$ cat config.mk
export PLATFORM = sky130hd
export DESIGN_NAME = reorder_buffer
export DESIGN_NICKNAME = d
export VERILOG_FILES = /design/src/rtl/reorder_buffer.sv
export SDC_FILE = /design/constraint.sdc
export NUM_CORES = 1
export LEC_CHECK = 0
export ABC_AREA = 1
export CORE_MARGIN = 5
export CORE_UTILIZATION = 40
export CTS_CLUSTER_SIZE = 30
export DETAILED_ROUTE_END_ITERATION = 7
export PLACE_DENSITY_LB_ADDON = 0.08
export SETUP_SLACK_MARGIN = 0.02
export SLEW_MARGIN = 20
export SYNTH_ARGS = -nofsm -noshare
export SYNTH_HDL_FRONTEND = slang
export SYNTH_SLANG_ARGS = --single-unit
$ cat constraint.sdc
create_clock -name clk -period 6.4 [get_ports clk]
set_input_delay 0.64 -clock clk [delete_from_list [all_inputs] [get_ports clk]]
set_output_delay 0.64 -clock clk [all_outputs]
set_load 0.02 [all_outputs]
$ cat src/rtl/reorder_buffer.sv
// In-order retirement queue: rename allocates entries, execution marks them done by
// tag, and done entries retire from the head in program order. Each retiring entry
// returns its old physical register to rename's free pool.
module reorder_buffer #(
    parameter int unsigned ROB_DEPTH    = 16,
    parameter int unsigned ROB_TAG_W    = 4,
    parameter int unsigned NUM_REG_LOG2 = 5
) (
    input  logic                    clk,
    input  logic                    rst,
    input  logic                    flush,
    input  logic                    alloc_valid,
    output logic                    alloc_ready,
    input  logic                    alloc_rd_valid,
    input  logic [NUM_REG_LOG2:0]   alloc_prd_old,
    input  logic [NUM_REG_LOG2:0]   alloc_prd_new,
    output logic [ROB_TAG_W-1:0]    alloc_tag,
    input  logic                    complete_valid,
    input  logic [ROB_TAG_W-1:0]    complete_tag,
    input  logic                    commit_stall,
    output logic                    commit_free,
    output logic [NUM_REG_LOG2:0]   prd_free,
    output logic                    retire_valid,
    output logic                    rob_empty
);

    localparam int unsigned PRD_W = NUM_REG_LOG2 + 1;
    localparam int unsigned CNT_W = ROB_TAG_W + 1;

    logic [ROB_DEPTH-1:0]             valid_q,    valid_d;
    logic [ROB_DEPTH-1:0]             done_q,     done_d;
    logic [ROB_DEPTH-1:0]             rd_valid_q, rd_valid_d;
    logic [ROB_DEPTH-1:0][PRD_W-1:0]  prd_old_q,  prd_old_d;
    logic [ROB_DEPTH-1:0][PRD_W-1:0]  prd_new_q,  prd_new_d;
    logic [ROB_TAG_W-1:0]             head_q,     head_d;
    logic [ROB_TAG_W-1:0]             tail_q,     tail_d;
    logic [CNT_W-1:0]                 count_q,    count_d;

    logic alloc_fire;
    logic complete_fire;

    // The new mapping is held per entry for rename-side recovery; retirement never reads it.
    logic unused_prd_new;
    assign unused_prd_new = ^prd_new_q;

    // Handshake and retirement outputs; full blocks allocation even if the head retires now.
    assign alloc_ready   = (count_q != CNT_W'(ROB_DEPTH));
    assign alloc_tag     = tail_q;
    assign rob_empty     = (count_q == CNT_W'(0));
    assign retire_valid  = valid_q[head_q] & done_q[head_q] & ~commit_stall & ~flush;
    assign commit_free   = retire_valid & rd_valid_q[head_q];
    assign prd_free      = commit_free ? prd_old_q[head_q] : PRD_W'(0);
    assign alloc_fire    = alloc_valid & alloc_ready & ~flush;
    assign complete_fire = complete_valid & ~flush & valid_q[complete_tag];

    // Next-state: complete, then retire, then allocate; flush overrides everything.
    always_comb begin
        valid_d    = valid_q;
        done_d     = done_q;
        rd_valid_d = rd_valid_q;
        prd_old_d  = prd_old_q;
        prd_new_d  = prd_new_q;
        head_d     = head_q;
        tail_d     = tail_q;
        count_d    = count_q;

        if (flush) begin
            valid_d = '0;
            done_d  = '0;
            head_d  = '0;
            tail_d  = '0;
            count_d = '0;
        end else begin
            if (complete_fire) begin
                done_d[complete_tag] = 1'b1;
            end
            if (retire_valid) begin
                valid_d[head_q] = 1'b0;
                done_d[head_q]  = 1'b0;
                head_d          = head_q + ROB_TAG_W'(1);
            end
            if (alloc_fire) begin
                valid_d[tail_q]    = 1'b1;
                done_d[tail_q]     = 1'b0;
                rd_valid_d[tail_q] = alloc_rd_valid;
                prd_old_d[tail_q]  = alloc_prd_old;
                prd_new_d[tail_q]  = alloc_prd_new;
                tail_d             = tail_q + ROB_TAG_W'(1);
            end
            case ({alloc_fire, retire_valid})
                2'b10:   count_d = count_q + CNT_W'(1);
                2'b01:   count_d = count_q - CNT_W'(1);
                default: count_d = count_q;
            endcase
        end
    end

    // State registers with asynchronous active-low reset.
    always_ff @(posedge clk or negedge rst) begin
        if (!rst) begin
            valid_q    <= '0;
            done_q     <= '0;
            rd_valid_q <= '0;
            prd_old_q  <= '0;
            prd_new_q  <= '0;
            head_q     <= '0;
            tail_q     <= '0;
            count_q    <= '0;
        end else begin
            valid_q    <= valid_d;
            done_q     <= done_d;
            rd_valid_q <= rd_valid_d;
            prd_old_q  <= prd_old_d;
            prd_new_q  <= prd_new_d;
            head_q     <= head_d;
            tail_q     <= tail_d;
            count_q    <= count_d;
        end
    end

endmodule
==> results of run 1 <==
==> power groups by stage <==
stage	combinational (W)	sequential, W	clock [W]
detailed placement	0.000393	0.00121	0
finish	0.000390	0.00119	0.00101
floorplan	0.000258	0.00120	0
global route	0.000453	0.00120	0.00108
CTS	0.000395	0.00119	0.00103
global placement	0.000384	0.00120	0
==> cells in the mapped netlist <==
cell type    n
nand3_2      1
nor2_1      71
buf_2       21
o21ai_1      8
nand2_2      2
buf_1        2
dfrtp_1    157
o221ai_1     2
inv_1      131
nand2_4      2
a21oi_2      1
nand3_1     31
nor3_4       1
a211oi_2     6
a21oi_1     81
inv_2        7
nor4_2       1
o211ai_1     2
nor2_2       7
buf_4        2
nand4_1      8
xnor2_1      2
clkbuf_2     1
mux2_2      28
clkbuf_1    20
a22oi_1      6
nand2_8      1
o21ai_0    141
inv_4        2
nor3_1       2
nor2_4       1
a211oi_1     4
ha_1        10
o22ai_1      1
a21boi_1     3
a22o_1       2
nand2_1    286
nor2_8       3
buf_6        2
==> per-layer routing <==
metal | up-vias | track usage | part of all wire
met1 | 3225 | 0.2733 | 0.48
met4 | 0 | 0.04584 | 0.014
met5 | - | 0 | 0
li1 | 3414 | - | -
met3 | 25 | 0.03682 | 0.033
met2 | 112 | 0.3193 | 0.47
==> final cells by class <==
| class | instances | share of cell area |
|---|---|---|
| clock inverter | 14 | 0.01546 |
| inverter | 140 | 0.05651 |
| multi-input combinational | 714 | 0.3862 |
| timing repair buffer | 40 | 0.04012 |
| sequential | 157 | 0.4189 |
| tap | 270 | 0.03599 |
| clock buffer | 18 | 0.04678 |
==> cell families (layout without fill, tap and decap cells) <==
kind of cell | Yosys count | in the layout
muxes | 28 | 28
DFF | 157 | 157
xor gates and xnor gates | 2 | 2
buffers and inverters | 188 | 212
and+or+nand+nor | 417 | 417
AOI/OAI and AO/OA | 257 | 257
adders and majority gates | 10 | 10
==> layout by cell type (no fill, tap or decap), drive strengths merged <==
master / instances
inv: 149
clkinvlp: 1
nor4: 1
clkbuf: 18
mux2: 28
o21ai: 149
nand3: 32
a21oi: 82
ha: 10
xnor2: 2
buf: 11
a22o: 2
nand2: 291
o22ai: 1
o211ai: 2
nand4: 8
clkinv: 4
a211oi: 10
nor2: 82
dfrtp: 157
a22oi: 6
clkdlybuf4s50: 29
nor3: 3
o221ai: 2
a21boi: 3
==> sequential cells by signal, indices dropped and copies added, names as in the netlist <==
| name | count |
|---|---|
| rd_valid_q | 16 |
| valid_q | 16 |
| alloc_tag | 4 |
| done_q | 16 |
| head_q | 4 |
| count_q | 5 |
| prd_old_q | 96 |
==> critical path: stages, from the launching register on <==
cell and delay, ns:
dfrtp_4 0.65, buf_4 0.82, a21oi_1 0.13, o21ai_0 0.11
o21ai_0 0.16, a22o_1 0.28, nor3_4 0.21, inv_2 0.14
a211oi_2 0.20, clkdlybuf4s50_1 0.64
==> stage by stage <==
stage / power, W / area, µm²
floorplan: 0.001458 / 8300
global placement: 0.001588 / 8788
detailed placement: 0.001600 / 8793
CTS: 0.002616 / 9378
global route: 0.002740 / 9388
finish: 0.002592 / 9388
==> worst max path at each step <==
stage / start / end / slack, ns
floorplan: head_q[0] / prd_free[0] / 3.64
global placement: head_q[0] / prd_free[3] / 2.38
detailed placement: head_q[0] / prd_free[3] / 2.36
CTS: head_q[0] / prd_free[3] / 1.88
global route: head_q[0] / prd_free[1] / 1.61
finish: head_q[0] / prd_free[1] / 1.99
==> impl_metrics.yaml, run 1 <==
global_route:
  globalRouteOverflowTotal: 0
  antenna_found_initial: 0
  gr-usage-all-layers: 0.1965
  grt_pass1_wl_mm: 37.27
  grt_max_degree: 108
  first_global_vias: 6698
logic_synthesis:
  synth.distinct_cells: 39
  synth_area_leaders: "dfrtp_1, nand2_1, o21ai_0"
  syn_inst: 1059
  yosys_warnings: 0
  synth_top_area_frac: 0.4733
  netlist_area_um2: 8300
  synth-simple-area-share: 0.2125
  synth-seq-cells: 157
  synth_top_family_by_area: "simple AND/OR/NAND/NOR gates"
  synth_adder_area_share: 0.01507
  avgSynthCellArea_um2: 7.838
  ys_seq_area_frac: 0.4733
  synthMuxAreaShare: 0.03799
  syn_nets: 1092
  synth_compound_area_frac: 0.1673
  yosysTopAreaCell: "dfrtp_1"
  synth-xor-area-share: 0.002110
cts:
  postCtsHoldBufs: 0
  cts-root-buf: "clkbuf_16"
  insertion_delay_ns: 0.43
  cts.repair.resized: 0
  cts_tree: "yes"
  htreeDepth: 4
  clock_path_buffers: 2
  clk_pin_slew_ns: 0.07
  clock-sinks: 157
  numCtsBuffers: 17
  postCtsSetupBuffers: 0
final_layout:
  syn_to_final_growth_pct: 13.10
  fin_nets: 1103
  fin_cells: 1353
  seq_area_um2: 3933
  multi_input_comb_area_um2: 3626
  num_antenna_cells: 0
  final_core_util: 0.4610
  fillers: 2053
  drive_above_1_share: 0.1043
route:
  drtPass1Iterations: 7
  drt_first_iter_violations: 418
  wl_per_cell_um: 16.65
  ant_nets: 0
  vias: 6776
  via_per_inst: 5.008
  drc: 0
  totalWireLength_mm: 22.53
sta:
  fmax_mhz: 226.9
  holdWs_ns: 0.1733
  tns_ns: 0
  rsz0062_at_grt: "no"
  worst_pin_slew_ns: 1.046
  fin_ws_ns: 1.992
  hold_viol: 0
  skew_ns: 0.01130
  slew_violations: 0
  fin_crit_ns: 4.408
  max_slew_margin: 0.3003
  finalSetupViolations: 0
  min_period_over_period: 0.6887
worst_setup_path:
  rrSetupSlack_ns: 3.70
  rr_endpoint: "count_q[4]"
  r2r-start: "head_q[1]"
  cp_data_required_time_ns: 5.76
  crit_fanout: 107
  crit_path_end_kind: "output pin"
  worstSetupPathType: "flop to output pin"
  worstRegToRegCells: 19
  setup.worst_path.start_class: "flop"
  arrival_ns: 3.77
die:
  die_w_um: 154.1
  ios: 37
  coreArea_um2: 20360
  chipHeight_um: 154.1
  die-area_um2: 23730
  start_util: 0.4076
  num_rows: 52
power:
  p_comb_frac: 0.150
  swShare: 0.3021
  p_leak_nw: 4.726
  power_frac_clock: 0.391
  p_sw_w: 0.0007832
  vdd_drop_max_uv: 169.3
  power_density_nw_per_um2: 276.1
  intPower_w: 0.001809
  share_seq_of_total_power: 0.458
place:
  hpwl_mm: 14.60
  placed_cells: 1321
  io_buffers: 30
  routabilityCongestion: 0.7881
  pre_cts_ws_ns: 2.361
min_path:
  hold_path.class: "input port to asynchronous set/reset pin"
status:
  status: "finished clean"
flow_run:
  maxCapViolations: 0
(Power assumes the default switching activity.)
==> inputs of run 2 (changes only) <==
- clock period: 6.4 -> 3.56 ns (I/O delays scaled with it)
==> run 2 against run 1 <==
  * Hold slack gained 0.31 ns
  * Clock-buffer cell count up 2
  * Largest power group unchanged
  * Routed wire length shrank 0.70%
==> impl_metrics.yaml, run 2 (synthesis gave the netlist of run 1 again) <==
die:
  start_util: 0.4076
  ios: 37
  coreArea_um2: 20360
  num_rows: 52
  chipHeight_um: 154.1
  die-area_um2: 23730
  die_w_um: 154.1
sta:
  slew_violations: 0
  min_period_over_period: 0.9520
  worst_pin_slew_ns: 1.017
  tns_ns: 0
  hold_viol: 0
  fmax_mhz: 295.1
  max_slew_margin: 0.3197
  finalSetupViolations: 0
  rsz0062_at_grt: "no"
  holdWs_ns: 0.4845
  fin_crit_ns: 3.389
  skew_ns: 0.01219
global_route:
  gr-usage-all-layers: 0.1925
  grt_pass1_wl_mm: 36.20
  globalRouteOverflowTotal: 0
  first_global_vias: 6513
  antenna_found_initial: 0
  grt_max_degree: 72
final_layout:
  final_area_um2: 9469
  syn_to_final_growth_pct: 14.08
  multi_input_comb_area_um2: 3621
  final_common_cell: "nand2_1"
  num_antenna_cells: 0
  fillers: 2060
  largest_reg_flops: 96
  mostFrequentLayoutCells: "nand2_1, dfrtp_1, o21ai_0"
  fin_cells: 1361
  fin_nets: 1111
  seq_area_um2: 3933
  drive_above_1_share: 0.1063
  largest_register: "prd_old_q"
worst_setup_path:
  worstSetupPathType: "flop to output pin"
  crit_family: "buffers and inverters"
  critPathBufInv: 5
  setup.worst_path.start_class: "flop"
  cp_data_required_time_ns: 3.20
  worstRegToRegCells: 19
  worst_path_max_delay_cell: "dfrtp_4"
  crit_path_end_kind: "output pin"
  arrival_ns: 3.03
  r2r-start: "head_q[0]"
  critical_path.endpoint: "prd_free[1]"
  cp_common_cell: "nand2_1"
  crit_fanout: 13
  cp.depth: 15
  rrSetupSlack_ns: 0.99
  startpoint: "head_q[0]"
  rr_endpoint: "count_q[4]"
  slowest_delay_ns: 0.59
  crit_chain: "buf_6 > nand2_1 > o211ai_1 > nand2_1 > nand2_1 > nand2_1 > inv_2 > nand2_4 > nand2_4 > inv_4 > nand2_8 > nor3_4 > inv_2 > a211oi_2 > dlygate4sd2_1"
cts:
  htreeDepth: 4
  numCtsBuffers: 17
  cts_tree: "yes"
  insertion_delay_ns: 0.43
  clock-sinks: 157
  clk_pin_slew_ns: 0.07
  clock_path_buffers: 2
  cts-root-buf: "clkbuf_16"
route:
  ant_nets: 0
  vias: 6774
  via_per_inst: 4.977
  drtPass1Iterations: 5
  totalWireLength_mm: 22.37
  drt_first_iter_violations: 445
  drc: 0
  wl_per_cell_um: 16.44
power:
  p_leak_nw: 4.799
  power_density_nw_per_um2: 490.5
  vdd_drop_max_uv: 326.1
place:
  hpwl_mm: 14.71
  dpl-instance-area_um2: 8871
  io_buffers: 30
  placed_cells: 1327
  routabilityCongestion: 0.8464
min_path:
  hold_path.class: "flop to flop"
status:
  status: "finished clean"
flow_run:
  maxCapViolations: 0
[run 2: worst min path at each step]
stage / from / end / slack, ns / depth (start not counted)
floorplan: rst / alloc_tag[0] / 0.06 / 0
global placement: rst / done_q[7] / 0.43 / 1
detailed placement: rst / done_q[7] / 0.43 / 1
CTS: prd_old_q[90] / prd_old_q[90] / 0.49 / 2
global route: prd_old_q[90] / prd_old_q[90] / 0.50 / 2
finish: prd_old_q[68] / prd_old_q[68] / 0.48 / 2
[run 2: cell type report]
cell class,instances,share of cell area
flip-flops and latches,157,0.4153
clock inverters,12,0.01348
multi-input cells,714,0.3824
clock buffers,20,0.04717
repair buffers,48,0.04995
well taps,270,0.03568
inverters,140,0.05603
[run 2: what timing repair did]
item                       CTS  global route
hold endpoints to repair    67             0
setup endpoints to repair    6             0
resized for setup            6             0
buffers inserted             1             0
hold buffers                 1             0
[run 2: where the power goes]
part	total, W	internal [W]	switching (W)
registers	0.00214	0.00203	0.000105
clock network	0.00181	0.00100	0.000809
logic	0.000696	0.000268	0.000428
total	0.00464	0.00330	0.00134
[run 2: metrics by stage]
step / worst slack (ns) / total power [W] / utilization
5_1_grt: 0.02824 / 0.004902 / 0.4650
2_1_floorplan: 1.084 / 0.002621 / -
3_3_place_gp: 0.3009 / 0.002858 / 0.4356
3_5_place_dp: 0.3257 / 0.002875 / 0.4356
6_report: 0.1711 / 0.004644 / 0.4650
4_1_cts: 0.1612 / 0.004702 / 0.4645
[run 2: worst min-delay path: stages (launching register included)]
cell     delay [ns]
dfrtp_1        0.34
nand2_1        0.05
nand2_1        0.06
[run 2: per-layer routing]
layer	global-route usage	part of all wire
met2	0.3172	0.48
met5	0	0
met3	0.03513	0.032
met4	0.05088	0.015
met1	0.2623	0.47
==> inputs of run 3 (changes only) <==
- CORE_MARGIN: 5 -> default
- REMOVE_ABC_BUFFERS: default -> 1
==> run 3 against run 2 <==
  * Largest cell class unchanged
  * Design area grew 0.24%
  * Die area is 10% lower
  * Worst setup slack gained 0.090 ns
  * Clock power down 2%
  * Clock skew fell by 0.0021 ns
  * Non-clock buffer count rose by 10
  * Final cell count is 0.66% higher
  * Routed wire length rose by 2.1%
  * Total power down 0.85%
==> impl_metrics.yaml, run 3 (synthesis gave the netlist of run 1 again) <==
final_layout:
  fillers: 2078
  drive_above_1_share: 0.1118
  seq_area_um2: 3933
  final_area_um2: 9492
  num_antenna_cells: 0
  largest_reg_flops: 96
  fin_nets: 1121
  final_common_cell: "nand2_1"
  multi_input_comb_area_um2: 3611
  fin_cells: 1370
  mostFrequentLayoutCells: "nand2_1, dfrtp_1, o21ai_0"
  syn_to_final_growth_pct: 14.35
  largest_register: "prd_old_q"
power:
  power_density_nw_per_um2: 485.2
  p_leak_nw: 4.845
  finalPower_w: 0.004605
  vdd_drop_max_uv: 304.2
status:
  status: "finished clean"
cts:
  clock_path_buffers: 2
  cts-root-buf: "clkbuf_16"
  insertion_delay_ns: 0.43
  cts_tree: "yes"
  clock-sinks: 157
  numCtsBuffers: 17
  htreeDepth: 4
  clk_pin_slew_ns: 0.07
route:
  vias: 6848
  drtPass1Iterations: 7
  via_per_inst: 4.999
  ant_nets: 0
  drc: 0
  wl_per_cell_um: 16.67
  totalWireLength_mm: 22.84
  drt_first_iter_violations: 403
sta:
  hold_viol: 0
  fmax_mhz: 303.2
  max_slew_margin: 0.5040
  tns_ns: 0
  finalSetupViolations: 0
  slew_violations: 0
  rsz0062_at_grt: "no"
  min_period_over_period: 0.9266
  fin_crit_ns: 3.299
  worst_pin_slew_ns: 0.7416
  skew_ns: 0.01005
  fin_ws_ns: 0.2614
place:
  pre_cts_ws_ns: 0.3943
  routabilityCongestion: 0.8251
  placed_cells: 1337
  hpwl_mm: 14.94
  dpl-instance-area_um2: 8921
  io_buffers: 30
die:
  ios: 37
  num_rows: 52
  die_w_um: 146.1
  die-area_um2: 21330
  coreArea_um2: 20300
  start_util: 0.4089
  chipHeight_um: 146.1
worst_setup_path:
  crit_path_end_kind: "output pin"
  cp_data_required_time_ns: 3.20
  worst_path_max_delay_cell: "dfrtp_4"
  arrival_ns: 2.94
  crit_fanout: 12
  cp_common_cell: "nand2_1"
  setup.worst_path.start_class: "flop"
  critPathBufInv: 5
  slowest_delay_ns: 0.58
  startpoint: "head_q[0]"
  r2r-start: "head_q[0]"
  rrSetupSlack_ns: 1.02
  worstSetupPathType: "flop to output pin"
  crit_chain: "buf_4 > nand2_1 > o211ai_1 > nand2_1 > nand2_1 > nand2_1 > inv_2 > nand2_4 > nand2_4 > inv_4 > nand2_8 > nor3_4 > inv_2 > a211oi_2 > dlygate4sd2_1"
  crit_family: "buffers and inverters"
global_route:
  grt_pass1_wl_mm: 37.33
  globalRouteOverflowTotal: 0
  grt_max_degree: 59
  first_global_vias: 6817
  antenna_found_initial: 0
  gr-usage-all-layers: 0.2292
min_path:
  hold_path.class: "input port to asynchronous set/reset pin"
flow_run:
  maxCapViolations: 0
run 3: cell types whose count changed in the layout (fill, tap and decap cells not counted):
cell	previous run	this run
nor2_2	11	7
inv_6	4	8
clkbuf_1	2	0
clkbuf_8	1	0
buf_4	13	25
nor2_1	67	71
buf_12	3	1
clkinv_2	0	3
inv_8	1	0
clkinv_4	5	1
run 3: per-stage QoR:
stage | util | hold WS [ns]
after floorplan | - | 0.06041
after global placement | 0.4395 | 0.3903
after detailed placement | 0.4395 | 0.3853
after CTS | 0.4676 | 0.4835
after global routing | 0.4676 | 0.4936
final | 0.4676 | 0.4806
run 3: power breakdown:
part	internal (W)	switching [W]
Clock	0.000974	0.000797
Combinational	0.000271	0.000425
Sequential	0.00203	0.000106
run 3: worst paths after layout:
check / to / cells past startpoint
setup / recovery: prd_free[5] / 15
hold / removal: done_q[14] / 2
setup reg to reg: count_q[4] / 15
hold reg to reg: prd_old_q[22] / 2
max in group asynchronous: prd_old_q[84] / 3
min in group clk: prd_old_q[22] / 2
run 3: worst register-to-register path, stage by stage, from the launching register on:
cell,delay [ns]
dfrtp_4,0.58
inv_4,0.23
nand2_1,0.08
nand3_1,0.07
nand2_1,0.05
nand2_1,0.09
nand2_1,0.08
nor2_2,0.23
nor2_8,0.06
nand3_2,0.14
inv_2,0.05
ha_1,0.32
a21oi_1,0.21
nand3_1,0.10
nand3_1,0.09
nand2_1,0.05
run 3: area by class of cell:
class / instances / area share
timing repair buffer: 58 / 0.05510
multi-input combinational: 714 / 0.3804
inverter: 140 / 0.05589
tap: 270 / 0.03559
sequential: 157 / 0.4143
clock buffer: 17 / 0.04482
clock inverter: 14 / 0.01384
run 3: repair_timing:
| action | CTS | global route |
|---|---|---|
| buffers inserted | 1 | 0 |
| hold endpoints to repair | 55 | 0 |
| resized for setup | 7 | 0 |
| hold buffers | 1 | 0 |
| endpoints found under the setup margin | 6 | 0 |
run 3: metal layers:
layer,vias up,wire [µm],GRT usage
met3,26,1012,0.04031
met1,3205,10770,0.3107
met2,152,10680,0.3773
met4,0,379,0.06510
met5,-,0,0
li1,3465,-,-
